[src/rtl/arm_fetch_unit_if.sv]
// Fetch-stage bus bundle: instruction memory read port, decoder handshake and branch redirect.
// master is the fetch unit side; slave is the memory/decoder/execute environment side.
interface arm_fetch_unit_if;
   logic        mem_req;
   logic [31:0] mem_addr;
   logic        mem_ack;
   logic [31:0] mem_rdata;
   logic        fetch_valid;
   logic [31:0] fetch_ir;
   logic [31:0] fetch_pc;
   logic        fetch_ready;
   logic        branch_valid;
   logic [31:0] branch_target;

   modport master (
      output mem_req,
      output mem_addr,
      input  mem_ack,
      input  mem_rdata,
      output fetch_valid,
      output fetch_ir,
      output fetch_pc,
      input  fetch_ready,
      input  branch_valid,
      input  branch_target
   );

   modport slave (
      input  mem_req,
      input  mem_addr,
      output mem_ack,
      output mem_rdata,
      input  fetch_valid,
      input  fetch_ir,
      input  fetch_pc,
      output fetch_ready,
      output branch_valid,
      output branch_target
   );
endinterface

[src/rtl/arm_fetch_unit.sv]
// ARM instruction fetch stage: owns the fetch PC, reads words from instruction memory into a
// small prefetch buffer and presents the head to the decoder; branches flush and redirect.
module arm_fetch_unit #(
   parameter logic [31:0] RESET_VECTOR = 32'h0000_0000,
   parameter int unsigned FIFO_DEPTH   = 2
) (
   input logic              clk,
   input logic              reset,
   arm_fetch_unit_if.master bus
);
   localparam int unsigned PTR_W = (FIFO_DEPTH > 1) ? $clog2(FIFO_DEPTH) : 1;
   localparam int unsigned CNT_W = $clog2(FIFO_DEPTH + 1);

   localparam logic [CNT_W-1:0] CNT_FULL = CNT_W'(FIFO_DEPTH);
   localparam logic [CNT_W-1:0] CNT_ONE  = CNT_W'(1);
   localparam logic [PTR_W-1:0] PTR_LAST = PTR_W'(FIFO_DEPTH - 1);

   localparam logic [1:0] ST_BOOT     = 2'd0;
   localparam logic [1:0] ST_RUN      = 2'd1;
   localparam logic [1:0] ST_REDIRECT = 2'd2;

   logic [1:0]       state_q, state_d;
   logic [31:0]      pc_q, pc_d;
   logic [CNT_W-1:0] count_q, count_d;
   logic [PTR_W-1:0] rd_ptr_q, rd_ptr_d;
   logic [PTR_W-1:0] wr_ptr_q, wr_ptr_d;
   logic [31:0]      head_ir_q, head_ir_d;
   logic [31:0]      head_pc_q, head_pc_d;

   logic [31:0] buf_ir [FIFO_DEPTH];
   logic [31:0] buf_pc [FIFO_DEPTH];

   logic req, push, pop, flush;

   function automatic logic [PTR_W-1:0] ptr_next(input logic [PTR_W-1:0] p);
      return (p == PTR_LAST) ? '0 : p + 1'b1;
   endfunction

   assign flush = bus.branch_valid;
   assign req   = (state_q == ST_RUN) && (count_q < CNT_FULL) && !bus.branch_valid;
   assign push  = req && bus.mem_ack;
   assign pop   = (count_q != '0) && bus.fetch_ready && !flush;

   always_comb begin
      state_d   = flush ? ST_REDIRECT : ST_RUN;
      pc_d      = pc_q;
      count_d   = count_q;
      rd_ptr_d  = rd_ptr_q;
      wr_ptr_d  = wr_ptr_q;
      head_ir_d = head_ir_q;
      head_pc_d = head_pc_q;

      if (flush) begin
         pc_d     = bus.branch_target & ~32'h3;
         count_d  = '0;
         rd_ptr_d = '0;
         wr_ptr_d = '0;
      end else begin
         if (push) begin
            pc_d     = pc_q + 32'd4;
            wr_ptr_d = ptr_next(wr_ptr_q);
         end
         if (pop) begin
            rd_ptr_d = ptr_next(rd_ptr_q);
         end
         if (push && !pop) begin
            count_d = count_q + 1'b1;
         end else if (pop && !push) begin
            count_d = count_q - 1'b1;
         end

         // Head registers track the next head; they hold their value while the buffer is empty.
         if (count_d != '0) begin
            if ((count_q == '0) || (pop && (count_q == CNT_ONE))) begin
               head_ir_d = bus.mem_rdata;
               head_pc_d = pc_q;
            end else begin
               head_ir_d = buf_ir[rd_ptr_d];
               head_pc_d = buf_pc[rd_ptr_d];
            end
         end
      end
   end

   always_ff @(posedge clk or negedge reset) begin
      if (!reset) begin
         state_q   <= ST_BOOT;
         pc_q      <= RESET_VECTOR;
         count_q   <= '0;
         rd_ptr_q  <= '0;
         wr_ptr_q  <= '0;
         head_ir_q <= '0;
         head_pc_q <= '0;
      end else begin
         state_q   <= state_d;
         pc_q      <= pc_d;
         count_q   <= count_d;
         rd_ptr_q  <= rd_ptr_d;
         wr_ptr_q  <= wr_ptr_d;
         head_ir_q <= head_ir_d;
         head_pc_q <= head_pc_d;
      end
   end

   always_ff @(posedge clk) begin
      if (push) begin
         buf_ir[wr_ptr_q] <= bus.mem_rdata;
         buf_pc[wr_ptr_q] <= pc_q;
      end
   end

   assign bus.mem_req     = req;
   assign bus.mem_addr    = pc_q;
   assign bus.fetch_valid = (count_q != '0);
   assign bus.fetch_ir    = head_ir_q;
   assign bus.fetch_pc    = head_pc_q;

   // A stalled request must keep its address unless a branch withdraws it.
   a_addr_stable: assert property (@(posedge clk) disable iff (!reset)
      (req && !bus.mem_ack) |=> (pc_q == $past(pc_q)));

   a_count_bound: assert property (@(posedge clk) disable iff (!reset)
      count_q <= CNT_FULL);
endmodule
[src/flat_wrapper.sv]
// flat-port wrapper written by rule: the top's interface ports become plain ports
module arm_fetch_unit_flat 
#(
   parameter logic [31:0] RESET_VECTOR = 32'h0000_0000,
   parameter int unsigned FIFO_DEPTH   = 2
)
  (clk, reset, bus_mem_req, bus_mem_addr, bus_mem_ack, bus_mem_rdata, bus_fetch_valid, bus_fetch_ir, bus_fetch_pc, bus_fetch_ready, bus_branch_valid, bus_branch_target);
  arm_fetch_unit_if bus_i ();
  input logic clk;
  input logic reset;
  output wire logic [$bits(bus_i.mem_req)-1:0] bus_mem_req;
  output wire logic [$bits(bus_i.mem_addr)-1:0] bus_mem_addr;
  input wire logic [$bits(bus_i.mem_ack)-1:0] bus_mem_ack;
  input wire logic [$bits(bus_i.mem_rdata)-1:0] bus_mem_rdata;
  output wire logic [$bits(bus_i.fetch_valid)-1:0] bus_fetch_valid;
  output wire logic [$bits(bus_i.fetch_ir)-1:0] bus_fetch_ir;
  output wire logic [$bits(bus_i.fetch_pc)-1:0] bus_fetch_pc;
  input wire logic [$bits(bus_i.fetch_ready)-1:0] bus_fetch_ready;
  input wire logic [$bits(bus_i.branch_valid)-1:0] bus_branch_valid;
  input wire logic [$bits(bus_i.branch_target)-1:0] bus_branch_target;
  assign bus_mem_req = bus_i.mem_req;
  assign bus_mem_addr = bus_i.mem_addr;
  assign bus_i.mem_ack = bus_mem_ack;
  assign bus_i.mem_rdata = bus_mem_rdata;
  assign bus_fetch_valid = bus_i.fetch_valid;
  assign bus_fetch_ir = bus_i.fetch_ir;
  assign bus_fetch_pc = bus_i.fetch_pc;
  assign bus_i.fetch_ready = bus_fetch_ready;
  assign bus_i.branch_valid = bus_branch_valid;
  assign bus_i.branch_target = bus_branch_target;
  arm_fetch_unit #(.RESET_VECTOR(RESET_VECTOR), .FIFO_DEPTH(FIFO_DEPTH)) u_core (.clk(clk), .reset(reset), .bus(bus_i));
endmodule
[config.mk]
export PLATFORM = sky130hd
export DESIGN_NAME = arm_fetch_unit_flat
export DESIGN_NICKNAME = d
export VERILOG_FILES = /design/src/rtl/arm_fetch_unit_if.sv /design/src/rtl/arm_fetch_unit.sv /design/src/flat_wrapper.sv
export SDC_FILE = /design/constraint.sdc
export NUM_CORES = 1
export LEC_CHECK = 0
export BUFFER_PORTS_ARGS = -buffer_cell sky130_fd_sc_hd__buf_2
export CORE_AREA = 2 2 173 107
export CTS_CLUSTER_SIZE = 14
export DETAILED_ROUTE_END_ITERATION = 8
export DIE_AREA = 0 0 175 109
export GPL_ROUTABILITY_DRIVEN = 0
export GPL_TIMING_DRIVEN = 0
export PLACE_DENSITY = 0.83
export SLEW_MARGIN = 25
export SYNTH_ARGS = -nofsm -noshare
export SYNTH_HDL_FRONTEND = slang
export SYNTH_SLANG_ARGS = --single-unit
[constraint.sdc]
create_clock -name clk -period 13.2 [get_ports clk]
set_input_delay 2.64 -clock clk [delete_from_list [all_inputs] [get_ports clk]]
set_output_delay 2.64 -clock clk [all_outputs]
set_load 0.02 [all_outputs]
==> flow_summary.ini <==
[run_status]
status = finished, final reports clean

[power]
switchingPower_uw = 868
pwr-share-seq_pct = 38.2
vdd_drop_max_mv = 0.122
swShare_pct = 35.5
pwr-share-clk_pct = 24.9
power_uw = 2450
power.internal_uw = 1580
share_comb_of_total_power_pct = 36.8
power.density_mw_per_mm2 = 214
p_leak_uw = 0.00457

[global_routing]
grt_pass1_wl_mm = 36.1
grt_max_degree = 51
grt_antenna_before_repair = 0
grt_overflow = 0
first_global_vias = 6588
gr-usage-all-layers_pct = 24.4

[floorplanning]
core_mm2 = 0.0176
pin_count = 167
start_util_pct = 53.8
die_h_um = 109
die_area_mm2 = 0.0191
die_w_um = 175
core.rowCount = 38

[drt]
wirelength_mm = 22.9
wl_per_cell_um = 19.6
drc_errors = 0
first_pass_iters = 5
viasPerCell = 5.89
via_count = 6874
ant_nets = 0
drtIter0Drc = 678

[timing]
setup_tns_ns = 0
worstMarginPinSlew_ns = 0.963
setup_viol = 0
period_share_pct = 46.9
hold_viol_final = 0
max_freq_mhz = 161
setup_ws_ns = 7.00
drv_slew = 0
rsz0062_at_grt = false
clock-skew-final_ns = 0.0188
min_period_ns = 6.20
relSlewSlack_pct = 35.8

[cells_and_area]
antennaDiodeCount = 0
mostFrequentLayoutCells = buf_2 (162), edfxtp_1 (124), dfrtp_1 (98)
syn_to_final_growth_pct = 20.6
mostFrequentLayoutCell = buf_2
post-route-util_pct = 64.9
drive_above_1_share_pct = 23.5
fin_nets = 985
final_cells = 1167

[place]
portBuffers = 160
pre_cts_ws_ns = 7.03
place_inst = 1130
hpwl_mm = 15.5

[hold_path]
min_path_type = reg -> reg

[clocking]
hold_buffers = 0
clock_tree.root_cell = clkbuf_16
htreeDepth = 1
cts_tree = yes
clk_pin_slew_ns = 0.06
cts_max_path_buffers = 3
post_cts_buffers = 0
clock_latency_ns = 0.50
post_cts_resized = 0
cts_buffers = 21
clkSinkCount = 222

[synth]
async_flop_share_pct = 44.1
yosys_warnings = 0
synth_cells = 722
avgSynthCellArea_um2 = 13.1
seq_area_frac_synth_pct = 65.1
syn_area_mm2 = 0.00949
synth_top_flop_cell = edfxtp_1
synth_area_leaders = edfxtp_1 (39%), dfrtp_1 (26%), mux2i_1 (6.6%)
ys_types = 49
synth_top_area_share_pct = 39.2
synth_area_leader_cell = edfxtp_1
ys_ff_latch = 222
synth_edf_count = 124

[critical_path]
endpoint_kind = output pin
crit_type = in -> out
path_max_fanout = 8
critPathLaunchType = primary input
cp.required_ns = 10.56
cp.arrival_ns = 3.56

[flow_run]
max_cap_violations = 0
[synthesized netlist by cell type, types with 2 or more instances]
library cell,number
nand4b_1,2
dfrtp_1,98
clkbuf_1,37
mux2_2,2
inv_1,67
a22oi_1,2
o311ai_0,10
nand3_1,21
buf_4,4
a32oi_1,2
xnor2_1,4
nor2_1,15
and3_1,7
o211ai_1,10
buf_6,2
a31oi_1,4
nand2_1,40
a21oi_1,5
nand4_1,2
ha_1,3
or4_1,2
and2_1,6
mux2i_1,63
nor3_1,3
edfxtp_1,124
buf_2,3
nor3b_1,2
nor2b_1,2
buf_12,6
and4_1,3
a41oi_1,4
a31o_2,2
nand2b_1,2
o21ai_0,84
a221o_1,4
o32a_1,62
[state kept, by name, indices dropped and copies added (netlist names), 2 cells and up]
| register | count |
|---|---|
| u_core.state_q | 2 |
| u_core.count_q | 2 |
| u_core.bus.mem_addr | 30 |
| u_core.buf_pc | 60 |
| u_core.bus.fetch_ir | 32 |
| u_core.bus.fetch_pc | 30 |
| u_core.buf_ir | 64 |
[per-layer routing]
layer / vias up / global-route usage, % / share of wire, %
met4: 0 / 6.13 / 1.9
met1: 3347 / 36.9 / 45
li1: 3112 / - / -
met5: - / 0 / 0
met3: 39 / 5.33 / 10
met2: 376 / 36.1 / 43
[power groups by stage]
| stage | registers [uW] | clock network (uW) | logic (uW) |
|---|---|---|---|
| floorplan | 1070 | 0 | 490 |
| global placement | 943 | 0 | 878 |
| detailed placement | 948 | 0 | 901 |
| CTS | 936 | 622 | 904 |
| global route | 951 | 653 | 982 |
| finish | 936 | 610 | 901 |
[logic make-up (layout without fill, tap and decap cells)]
kind of cell               after synthesis  in the layout  synth area share [%]
AOI/OAI and AO/OA                      196            196                  15.2
xor gates and xnor gates                 4              4                 0.369
adders and majority gates                3              3                 0.396
buffers and inverters                  120            322                  6.13
DFF                                    222            222                  65.1
muxes                                   65             65                  6.88
other                                    1              4                0.0395
and+or+nand+nor                        111            111                  5.93
[per-stage QoR]
step	hold slack [ns]	area (um2)
after global placement	0.474	10600
after floorplan	0.465	9500
after CTS	0.517	11400
final	0.514	11400
after detailed placement	0.505	10800
after global routing	0.535	11400
[final cells by class]
cell class | instances | area (um2)
clock buffers | 30 | 579
inverters | 68 | 255
clock inverters | 7 | 111
well taps | 240 | 300
flip-flops and latches | 222 | 6180
repair buffers | 165 | 937
multi-input cells | 383 | 2760
plain buffers | 52 | 327
fillers | 1338 | 6190
[worst max-delay path, cell delays in order]
cell	delay, ns
buf_2	0.15
nor4b_4	0.50
buf_2	0.27
[final timing paths]
path	to	from	slack, ns	cells past startpoint
worst max register to register	u_core.bus.fetch_ir[4]$_DFFE_PN0P_	u_core.count_q[0]$_DFF_PN0_	10.21	8
min in group asynchronous	u_core.bus.fetch_pc[31]$_DFFE_PN0P_	reset	2.09	1
worst min-delay path	u_core.bus.fetch_ir[12]$_DFFE_PN0P_	u_core.bus.fetch_ir[12]$_DFFE_PN0P_	0.51	2
worst min register to register	u_core.bus.fetch_ir[12]$_DFFE_PN0P_	u_core.bus.fetch_ir[12]$_DFFE_PN0P_	0.51	2
max in group asynchronous	u_core.bus.mem_addr[19]$_DFFE_PN0P_	reset	10.46	2
worst max-delay path	bus_mem_req	bus_branch_valid	7.00	3
(Power assumes the default switching activity.)
